### config.mk
export PLATFORM = sky130hd
export DESIGN_NAME = pipelined_adder
export DESIGN_NICKNAME = d
export VERILOG_FILES = /design/src/rtl/pipelined_adder_pkg.sv /design/src/rtl/adder_chunk.sv /design/src/rtl/full_adder.sv /design/src/rtl/pipelined_adder.sv
export SDC_FILE = /design/constraint.sdc
export NUM_CORES = 1
export LEC_CHECK = 0
export ABC_CLOCK_PERIOD_IN_PS = 9100
export BUFFER_PORTS_ARGS = -buffer_cell sky130_fd_sc_hd__buf_4
export CAP_MARGIN = 15
export CORE_ASPECT_RATIO = 0.9
export CORE_MARGIN = 8
export CORE_UTILIZATION = 40
export DETAILED_ROUTE_END_ITERATION = 6
export PLACE_DENSITY = 0.57
export SLEW_MARGIN = 25
export SYNTH_ARGS = -nofsm -noshare
export SYNTH_HDL_FRONTEND = slang
export SYNTH_HIERARCHICAL = 1
export SYNTH_SLANG_ARGS = --single-unit
### constraint.sdc
create_clock -name CLK -period 9.1 [get_ports CLK]
set_input_delay 0.455 -clock CLK [delete_from_list [all_inputs] [get_ports CLK]]
set_output_delay 0.455 -clock CLK [all_outputs]
set_load 0.01 [all_outputs]
### src/rtl/pipelined_adder_pkg.sv
// -----------------------------------------------------------------------------
// pipelined_adder_pkg
//   Shared definitions for the pipelined adder:
//     MODE_ADD / MODE_SUB : encodings of the SUB input
//     calc_stages()       : number of pipeline stages for a WIDTH/CHUNK pair
// -----------------------------------------------------------------------------
package pipelined_adder_pkg;

    localparam logic MODE_ADD = 1'b0;
    localparam logic MODE_SUB = 1'b1;

    // Guarded against CHUNK < 1 so the parameter check in the top level can
    // report a readable error instead of a divide-by-zero during elaboration.
    function automatic int calc_stages(input int width, input int chunk);
        return (chunk < 1) ? 1 : width / chunk;
    endfunction

endpackage

### src/rtl/adder_chunk.sv
// -----------------------------------------------------------------------------
// adder_chunk
//   Combinational CHUNK-bit ripple-carry slice built from full_adder cells.
//   Ports:
//     a_i, b_i         CHUNK-bit operand slices
//     carry_in_i       carry into bit 0 of the slice
//     sum_o            CHUNK-bit sum slice
//     carry_out_o      carry out of the slice MSB
//     msb_carry_in_o   carry into the slice MSB (used for signed overflow)
// -----------------------------------------------------------------------------
module adder_chunk #(
    parameter int CHUNK = 16
) (
    input  logic [CHUNK-1:0] a_i,
    input  logic [CHUNK-1:0] b_i,
    input  logic             carry_in_i,
    output logic [CHUNK-1:0] sum_o,
    output logic             carry_out_o,
    output logic             msb_carry_in_o
);

    // carry[i] is the carry into bit i; carry[CHUNK] leaves the slice.
    logic [CHUNK:0] carry;

    assign carry[0] = carry_in_i;

    for (genvar i = 0; i < CHUNK; i++) begin : g_bit
        full_adder u_fa (
            .a_i     (a_i[i]),
            .b_i     (b_i[i]),
            .c_i     (carry[i]),
            .sum_o   (sum_o[i]),
            .carry_o (carry[i+1])
        );
    end

    assign carry_out_o    = carry[CHUNK];
    assign msb_carry_in_o = carry[CHUNK-1];

endmodule

### src/rtl/full_adder.sv
// -----------------------------------------------------------------------------
// full_adder
//   Single-bit full adder cell.
//   Ports:
//     a_i, b_i  operand bits
//     c_i       carry in
//     sum_o     sum bit
//     carry_o   carry out
// -----------------------------------------------------------------------------
module full_adder (
    input  logic a_i,
    input  logic b_i,
    input  logic c_i,
    output logic sum_o,
    output logic carry_o
);

    assign sum_o   = a_i ^ b_i ^ c_i;
    assign carry_o = (a_i & b_i) | (c_i & (a_i ^ b_i));

endmodule

### src/rtl/pipelined_adder.sv
// -----------------------------------------------------------------------------
// pipelined_adder
//   WIDTH-bit add/subtract split into STAGES = WIDTH/CHUNK registered stages.
//   Stage k ripples operand slice k and registers the carry for stage k+1;
//   lower result slices travel alongside (skew pipeline). The whole pipeline
//   advances together when ADV = !OUT_VALID || OUT_READY and freezes otherwise.
//   Ports:
//     CLK, RESET        clock (rising edge), synchronous active-high reset
//     IN_VALID/IN_READY input handshake; IN_READY depends only on the output side
//     A, B              operands
//     CARRY_IN          carry-in for add; ignored in subtract mode
//     SUB               0: A+B+CARRY_IN, 1: A-B
//     OUT_VALID/OUT_READY output handshake
//     SUM               result modulo 2^WIDTH
//     CARRY             carry out of the MSB (subtract: 1 = no borrow)
//     OVERFLOW          two's-complement overflow of the signed result
// -----------------------------------------------------------------------------
module pipelined_adder
    import pipelined_adder_pkg::*;
#(
    parameter int WIDTH = 64,
    parameter int CHUNK = 16
) (
    input  logic             CLK,
    input  logic             RESET,
    input  logic             IN_VALID,
    output logic             IN_READY,
    input  logic [WIDTH-1:0] A,
    input  logic [WIDTH-1:0] B,
    input  logic             CARRY_IN,
    input  logic             SUB,
    output logic             OUT_VALID,
    input  logic             OUT_READY,
    output logic [WIDTH-1:0] SUM,
    output logic             CARRY,
    output logic             OVERFLOW
);

    localparam int STAGES = calc_stages(WIDTH, CHUNK);

    if (CHUNK < 1 || (WIDTH % ((CHUNK < 1) ? 1 : CHUNK)) != 0) begin : g_param_check
        $error("pipelined_adder: WIDTH (%0d) must be a positive multiple of CHUNK (%0d)",
               WIDTH, CHUNK);
    end

    // Subtraction is A + ~B + 1, so the carry-in is forced to 1.
    logic [WIDTH-1:0] b_eff;
    logic             cin_eff;

    assign b_eff   = (SUB == MODE_SUB) ? ~B : B;
    assign cin_eff = (SUB == MODE_SUB) ? 1'b1 : CARRY_IN;

    logic adv;
    logic out_valid;

    assign out_valid = g_stage[STAGES-1].v_q;
    assign adv       = !out_valid || OUT_READY;
    assign IN_READY  = adv;

    for (genvar k = 0; k < STAGES; k++) begin : g_stage
        localparam int LO = k * CHUNK;      // first bit resolved by this stage
        localparam int HI = LO + CHUNK;     // bits resolved once this stage is done

        logic [CHUNK-1:0] a_cur;
        logic [CHUNK-1:0] b_cur;
        logic [CHUNK-1:0] s_cur;
        logic             c_cur;
        logic             v_cur;
        logic             co_cur;
        logic             msb_ci;
        logic             load;

        logic [HI-1:0]    sum_d;
        logic [HI-1:0]    sum_q;
        logic             c_q;
        logic             v_q;

        if (k == 0) begin : g_src
            assign a_cur = A[CHUNK-1:0];
            assign b_cur = b_eff[CHUNK-1:0];
            assign c_cur = cin_eff;
            assign v_cur = IN_VALID;
            assign sum_d = s_cur;
        end else begin : g_src
            assign a_cur = g_stage[k-1].g_ops.a_q[LO +: CHUNK];
            assign b_cur = g_stage[k-1].g_ops.b_q[LO +: CHUNK];
            assign c_cur = g_stage[k-1].c_q;
            assign v_cur = g_stage[k-1].v_q;
            assign sum_d = {s_cur, g_stage[k-1].sum_q};
        end

        adder_chunk #(
            .CHUNK (CHUNK)
        ) u_chunk (
            .a_i            (a_cur),
            .b_i            (b_cur),
            .carry_in_i     (c_cur),
            .sum_o          (s_cur),
            .carry_out_o    (co_cur),
            .msb_carry_in_o (msb_ci)
        );

        // Data registers only load with a valid beat, so bubbles never carry
        // stale or uninitialised data towards the outputs.
        assign load = adv && v_cur;

        always_ff @(posedge CLK) begin
            // NOTE: sequential state uses non-blocking assignments so every
            // stage samples the previous stage's old value on the same edge.
            if (RESET) begin
                v_q   <= 1'b0;
                c_q   <= 1'b0;
                sum_q <= '0;
            end else if (adv) begin
                v_q <= v_cur;
                if (v_cur) begin
                    sum_q <= sum_d;
                    c_q   <= co_cur;
                end
            end
        end

        // Upper operand bits still waiting to be added by later stages.
        if (HI < WIDTH) begin : g_ops
            logic [WIDTH-1:HI] a_d;
            logic [WIDTH-1:HI] b_d;
            logic [WIDTH-1:HI] a_q;
            logic [WIDTH-1:HI] b_q;

            if (k == 0) begin : g_first
                assign a_d = A[WIDTH-1:HI];
                assign b_d = b_eff[WIDTH-1:HI];
            end else begin : g_next
                assign a_d = g_stage[k-1].g_ops.a_q[WIDTH-1:HI];
                assign b_d = g_stage[k-1].g_ops.b_q[WIDTH-1:HI];
            end

            // NOTE: operand registers have no reset; they are only loaded
            // together with a valid beat and are never observed otherwise.
            always_ff @(posedge CLK) begin
                if (load) begin
                    a_q <= a_d;
                    b_q <= b_d;
                end
            end
        end

        // Signed overflow: carry into the MSB differs from carry out of it.
        if (k == STAGES - 1) begin : g_ovf
            logic ovf_q;

            always_ff @(posedge CLK) begin
                if (RESET) begin
                    ovf_q <= 1'b0;
                end else if (load) begin
                    ovf_q <= msb_ci ^ co_cur;
                end
            end
        end else begin : g_no_ovf
            logic unused_msb_ci;
            assign unused_msb_ci = msb_ci;
        end
    end

    assign OUT_VALID = out_valid;
    assign SUM       = g_stage[STAGES-1].sum_q;
    assign CARRY     = g_stage[STAGES-1].c_q;
    assign OVERFLOW  = g_stage[STAGES-1].g_ovf.ovf_q;

endmodule

==> reports/metrics.yaml, run 1 <==
cts:
  holdBufCountCts: 0
  cts_resized: 0
  cts_buffers: 39
  htree_levels: 2
  clk_latency_ns: 0.53
  cts_sinks: 361
  cts_tree: "done"
  cts_setup_buffers: 0
  root_buffer: "clkbuf_16"
  path_clk_slew_ns: 0.06
  clock_path_buffers: 3
worst_setup_path:
  startpoint_type: "flip-flop"
  cp_max_fo: 2
  cp.required_ns: 9.52
  worstSetupPathType: "reg2reg"
  worstPathArrival_ns: 7.95
  endpoint_kind: "flip-flop"
synth:
  synth_top_area_share_pct: 41.0
  synth_top_cell_by_area: "edfxtp_1"
  ys_async_sr_fraction_pct: 0
  synth_edf_count: 192
  avgSynthCellArea_um2: 12.7
  ys_seq_area_share_pct: 65.1
  syn_inst: 1102
  synth_ff_type: "edfxtp_1"
  synth-seq-cells: 361
  synth_warnings: 6
  netlist_area_um2: 14000
  yosys-top-cells-area: "edfxtp_1 (41%), dfxtp_1 (24%), fa_1 (9.1%)"
  yosysUniqueCellTypes: 23
  syn_nets: 1300
power:
  p_sw_share_pct: 22.4
  p_int_w: 0.00275
  p_leak_nw: 6.03
  comb_power_share_pct: 7.0
  clockPowerShare_pct: 41.1
  power_w: 0.00354
  ir_worst_vdd_mv: 0.122
  power-per-cell-area_nw_per_um2: 209
  p_sw_w: 0.000792
  seqPwrFrac_pct: 51.9
sta:
  setup_viol: 0
  fin_ws_ns: 1.58
  worstMarginPinSlew_ns: 1.00
  min_period_ns: 7.52
  fin_crit_sh_pct: 82.7
  rsz0062_at_grt: "false"
  hold_viol_final: 0
  max_freq_mhz: 133
  skew_ns: 0.0163
  setup_tns_ns: 0
  slew_violations: 0
  relSlewSlack_pct: 33.1
floorplan:
  fp.coreArea_um2: 34800
  fp.dieW_um: 214
  fp.dieArea_um2: 41400
  io_pins: 202
  initial_core_util_pct: 40.4
  die_y_um: 194
  fp-row-count: 65
drt:
  route.vias.total: 8717
  ant_nets: 0
  vias_per_cell: 4.96
  first_pass_iters: 5
  drt-initial-drc-count: 500
  drt-total-wl_um: 31400
  route.detailed.drc: 0
  routedWlPerCell_um: 17.9
placement:
  dp_slack_ns: 1.38
  port_buffers: 201
  hpwl_um: 19600
  place_congestion: 0.738
layout:
  fill_cells: 3226
  final_nets: 1454
  area_delta_synth_final_pct: 20.7
  final_layout_size_suffix_gt1_share_pct: 21.3
global_route:
  antenna_found_initial: 3
  grt_pass1_vias: 9048
  grt_overflow_total: 0
  track_usage_pct: 15.1
  grt_pass1_wl_um: 50300
  grt_max_degree: 109
flow_run:
  drv_cap: 0
status:
  outcome: "finished, final reports clean"
worst_hold_path:
  hold_path.class: "in2reg"
## routing by layer
layer / track usage (%) / part of all wire, % / up-vias
met5: 0 / 0 / -
met4: 5.61 / 2.5 / 0
met3: 2.71 / 4.5 / 52
met2: 24.7 / 49 / 185
met1: 19.8 / 44 / 4218
li1: - / - / 4262
## logic make-up after synthesis
| kind of cell | share of synthesized area [%] |
|---|---|
| DFF | 65.1 |
| AOI/OAI and AO/OA | 11.8 |
| and+or+nand+nor | 6.43 |
| buffers and inverters | 3.50 |
| xor gates and xnor gates | 4.05 |
| adders and majority gates | 9.12 |
## state kept, by name, summed over array words and instances, names as in the netlist
signal,count
CARRY,1
OUT_VALID,1
OVERFLOW,1
SUM,64
g_stage.c_q,3
g_stage.g_ops.a_q,96
g_stage.g_ops.b_q,96
g_stage.sum_q,96
g_stage.v_q,3
## layout make-up
type                            instances  area, µm²  share of cell area [%]
Sequential cell                       361       9150                    54.0
Multi-Input combinational cell        635       4410                    26.0
Timing Repair Buffer                  211       1590                    9.39
Clock buffer                           49       1030                    6.10
Tap cell                              469        587                    3.46
Clock inverter                         20        129                   0.760
Inverter                                8       40.0                   0.236
Antenna cell                            3       7.51                  0.0443
## power groups by stage
stage	Clock [W]	Sequential (W)	Combinational, W
CTS	0.00150	0.00184	0.000254
global placement	0	0.00187	0.000250
finish	0.00145	0.00184	0.000249
detailed placement	0	0.00187	0.000254
global route	0.00156	0.00185	0.000283
floorplan	0	0.00186	0.000149
## path summary, 6_finish.rpt
kind	from	to	slack, ns	cells after the start
worst max register to register	g_stage[2].g_ops.a_q[48]	OVERFLOW	1.58	18
worst max-delay path	g_stage[2].g_ops.a_q[48]	OVERFLOW	1.58	18
worst min-delay path	A[45]	g_stage[0].g_ops.a_q[45]	0.09	1
worst min register to register	g_stage[1].g_ops.b_q[49]	g_stage[2].g_ops.b_q[49]	0.42	0
## Yosys cell counts (6+ instances only)
library cell and count:
buf_2 26, o21ai_1 19, nand2_1 6, edfxtp_1 192, fa_1 64, xor2_1 64, clkbuf_2 10, nand3_1 160
o21ai_0 145, clkbuf_1 51, dfxtp_1 169, a21oi_1 165
## cell usage in the layout (no fill, tap or decap), types with 2 or more instances in the layout
master / instances
diode_2: 3
inv_1: 2
fa_1: 64
clkbuf_16: 39
o21ai_0: 145
dfxtp_1: 167
inv_6: 4
clkinv_1: 8
xor2_1: 64
clkbuf_8: 2
clkbuf_1: 8
o21ai_1: 19
nand2_1: 6
nand2b_1: 4
nand4b_1: 4
inv_2: 3
edfxtp_1: 192
buf_4: 209
buf_6: 2
clkinv_2: 7
nand3_1: 160
a21oi_1: 165
inv_4: 2
## critical path: stages, from the launching register on
cell and delay, ns:
edfxtp_1 0.39, fa_1 0.45, fa_1 0.40, fa_1 0.40, fa_1 0.41, fa_1 0.41, fa_1 0.43, fa_1 0.45
fa_1 0.41, fa_1 0.44, fa_1 0.41, fa_1 0.39, fa_1 0.39, fa_1 0.39, fa_1 0.39, fa_1 0.44
fa_1 0.43, xnor2_1 0.14, a311oi_1 0.26
## metrics by stage
stage          hold slack [ns]  utilization (%)  instances  cell area [µm²]
2_1_floorplan            0.400                -       1102            14000
3_3_place_gp             0.401             45.3       1684            15800
3_5_place_dp             0.405             45.3       1684            15800
4_1_cts                 0.0590             48.7       1753            16900
5_1_grt                 0.0643             48.7       1756            17000
6_report                0.0948             48.7       1756            17000
No activity file was read; power rests on OpenSTA's default activity.
==> run 2: changes to the inputs <==
Settings changed: ABC_CLOCK_PERIOD_IN_PS 9100 to 7200.
Clock period 9.1 ns to 7.2 ns, I/O delays scaled along.
==> reports/metrics.yaml, run 2 (synthesized netlist as in run 1, its figures left out) <==
power:
  power_w: 0.00462  # +30%
  p_leak_nw: 6.18  # +2.5%
  power-per-cell-area_nw_per_um2: 266  # +28%
  ir_worst_vdd_mv: 0.135  # +11%
global_route:
  grt_pass1_wl_um: 50200  # -0.30%
  grt_overflow_total: 0  # unchanged
  track_usage_pct: 15.0  # -0.12 points
  grt_max_degree: 106  # -2.8%
  grt_pass1_vias: 9173  # +1.4%
  antenna_found_initial: 1  # -2
drt:
  route.detailed.drc: 0  # unchanged
  first_pass_iters: 4  # -1
  routedWlPerCell_um: 17.5  # -2.2%
  ant_nets: 0  # unchanged
  route.vias.total: 8727  # +0.11%
  vias_per_cell: 4.90  # -1.2%
  drt-total-wl_um: 31100  # -0.85%
  drt-initial-drc-count: 459  # -8.2%
cts:
  cts_sinks: 361  # unchanged
  cts_buffers: 38  # -2.6%
  cts_tree: "done"
  clk_latency_ns: 0.51  # -0.02 ns
  clock_path_buffers: 3  # unchanged
  root_buffer: "clkbuf_16"
  path_clk_slew_ns: 0.06  # about the same
  htree_levels: 2  # unchanged
layout:
  multiInputGateArea_um2: 4450  # +0.96%
  stdcell_count: 1780  # +1.4%
  final_cell_mix: "buf_4 (213), edfxtp_1 (192), dfxtp_1 (167), a21oi_1 (165), nand3_1 (160)"
  register_area_um2: 9150  # about the same
  area_delta_synth_final_pct: 23.4
  biggestRegsByFlops: "g_stage.g_ops.a_q x96, g_stage.g_ops.b_q x96, g_stage.sum_q x96"
  final_nets: 1478  # +1.7%
  fill_cells: 3227  # +0.031%
  layout_commonest_cell: "buf_4"
  final_layout_size_suffix_gt1_share_pct: 23.0  # +1.6 points
worst_setup_path:
  critPathLaunch: "g_stage[2].g_ops.a_q[48]"
  worstPathArrival_ns: 7.40  # -0.55 ns
  worstSetupPathType: "reg2reg"
  timing.rr.end: "OVERFLOW"
  r2r_cells: 18  # unchanged
  r2r_setup_slack_ns: 0.21  # -1.36 ns
  cp_max_fo: 2  # unchanged
  cp.required_ns: 7.61  # -1.91 ns
  endpoint_kind: "flip-flop"
  timing.rr.start: "g_stage[2].g_ops.a_q[48]"
  startpoint_type: "flip-flop"
status:
  outcome: "finished, final reports clean"
worst_hold_path:
  whs_path_depth: 1  # unchanged
  hold_path.class: "in2reg"
  whs_endpoint: "g_stage[0].g_ops.a_q[18]"
  holdCritStartpoint: "A[18]"
sta:
  hold_viol_final: 0  # unchanged
  worstMarginPinSlew_ns: 0.967  # -0.0368 ns
  min_period_ns: 6.99  # -0.537 ns
  setup_tns_ns: 0  # unchanged
  setup_viol: 0  # unchanged
  whs_ns: 0.0246  # -0.0702 ns
  relSlewSlack_pct: 35.5  # +2.5 points
  fin_crit_sh_pct: 97.0  # +14 points
  rsz0062_at_grt: "false"
  slew_violations: 0  # unchanged
  fin_ws_ns: 0.213  # -1.36 ns
  max_freq_mhz: 143  # +7.7%
  skew_ns: 0.0130  # -0.00335 ns
floorplan:
  initial_core_util_pct: 40.4  # unchanged
  fp.dieArea_um2: 41400  # unchanged
  die_y_um: 194  # unchanged
  io_pins: 202  # unchanged
  fp.dieW_um: 214  # unchanged
  fp.coreArea_um2: 34800  # unchanged
  fp-row-count: 65  # unchanged
placement:
  dp_slack_ns: -0.386  # -1.77 ns
  place_congestion: 0.734  # -0.66%
  port_buffers: 201  # unchanged
  hpwl_um: 19500  # -0.77%
  placed_cells: 1688  # +0.24%
flow_run:
  drv_cap: 0  # unchanged
[run 2: cell count changes in the layout (fill, tap and decap cells not counted), sizes merged]
cell,delta
dlygate4sd3,+21
clkbuf,+1
inv,-3
diode,-2
bufinv,+3
buf,+4
[run 2: worst max-delay path by stage]
stage                           endpoint  slack (ns)
finish                          OVERFLOW        0.21
detailed placement  g_stage[0].sum_q[15]       -0.39
floorplan           g_stage[0].sum_q[15]        0.01
global route                    OVERFLOW        0.01
CTS                 g_stage[2].sum_q[47]        0.03
global placement    g_stage[0].sum_q[15]       -0.31
[run 2: routing by layer]
| metal | up-vias | share of wire [%] | GRT usage [%] |
|---|---|---|---|
| li1 | 4320 | - | - |
| met1 | 4163 | 43 | 19.5 |
| met2 | 184 | 50 | 24.7 |
| met3 | 60 | 3.7 | 2.36 |
| met4 | 0 | 3.5 | 5.84 |
| met5 | - | 0 | 0 |
[run 2: final cells by class]
cell class                 count  share of cell area (%)
tap                          469                    3.38
timing repair buffer         236                    10.6
clock inverter                20                    1.17
clock buffer                  50                    6.17
multi-input combinational    635                    25.7
inverter                       8                   0.231
antenna                        1                  0.0144
sequential                   361                    52.8
[run 2: power by group]
| group | switching [W] | total (W) | internal [W] |
|---|---|---|---|
| Sequential | 0.0000402 | 0.00232 | 0.00228 |
| Clock | 0.000776 | 0.00197 | 0.00119 |
| Combinational | 0.000179 | 0.000330 | 0.000150 |
[run 2: per-stage QoR]
| step | utilization (%) | area [µm²] |
|---|---|---|
| detailed placement | 45.4 | 15800 |
| finish | 49.8 | 17300 |
| floorplan | - | 14100 |
| CTS | 49.7 | 17300 |
| global placement | 45.4 | 15800 |
| global route | 49.8 | 17300 |
[run 2: worst max-delay path, cell delays in order, from the launching register on]
cell      delay [ns]
edfxtp_1        0.39
fa_1            0.45
fa_1            0.39
fa_2            0.35
fa_2            0.36
fa_1            0.39
fa_2            0.38
fa_2            0.38
fa_2            0.35
fa_2            0.38
fa_1            0.40
fa_1            0.39
fa_1            0.38
fa_1            0.39
fa_1            0.39
fa_2            0.36
fa_1            0.40
xnor2_1         0.14
a311oi_1        0.20
[run 2: what timing repair did]
item / CTS / global route
hold endpoints to repair: 21 / 0
buffers inserted: 0 / 0
pin swaps: 1 / 2
gates resized for setup: 6 / 10
gates cloned: 0 / 0
hold buffers: 21 / 0
endpoints found under the setup margin: 3 / 7
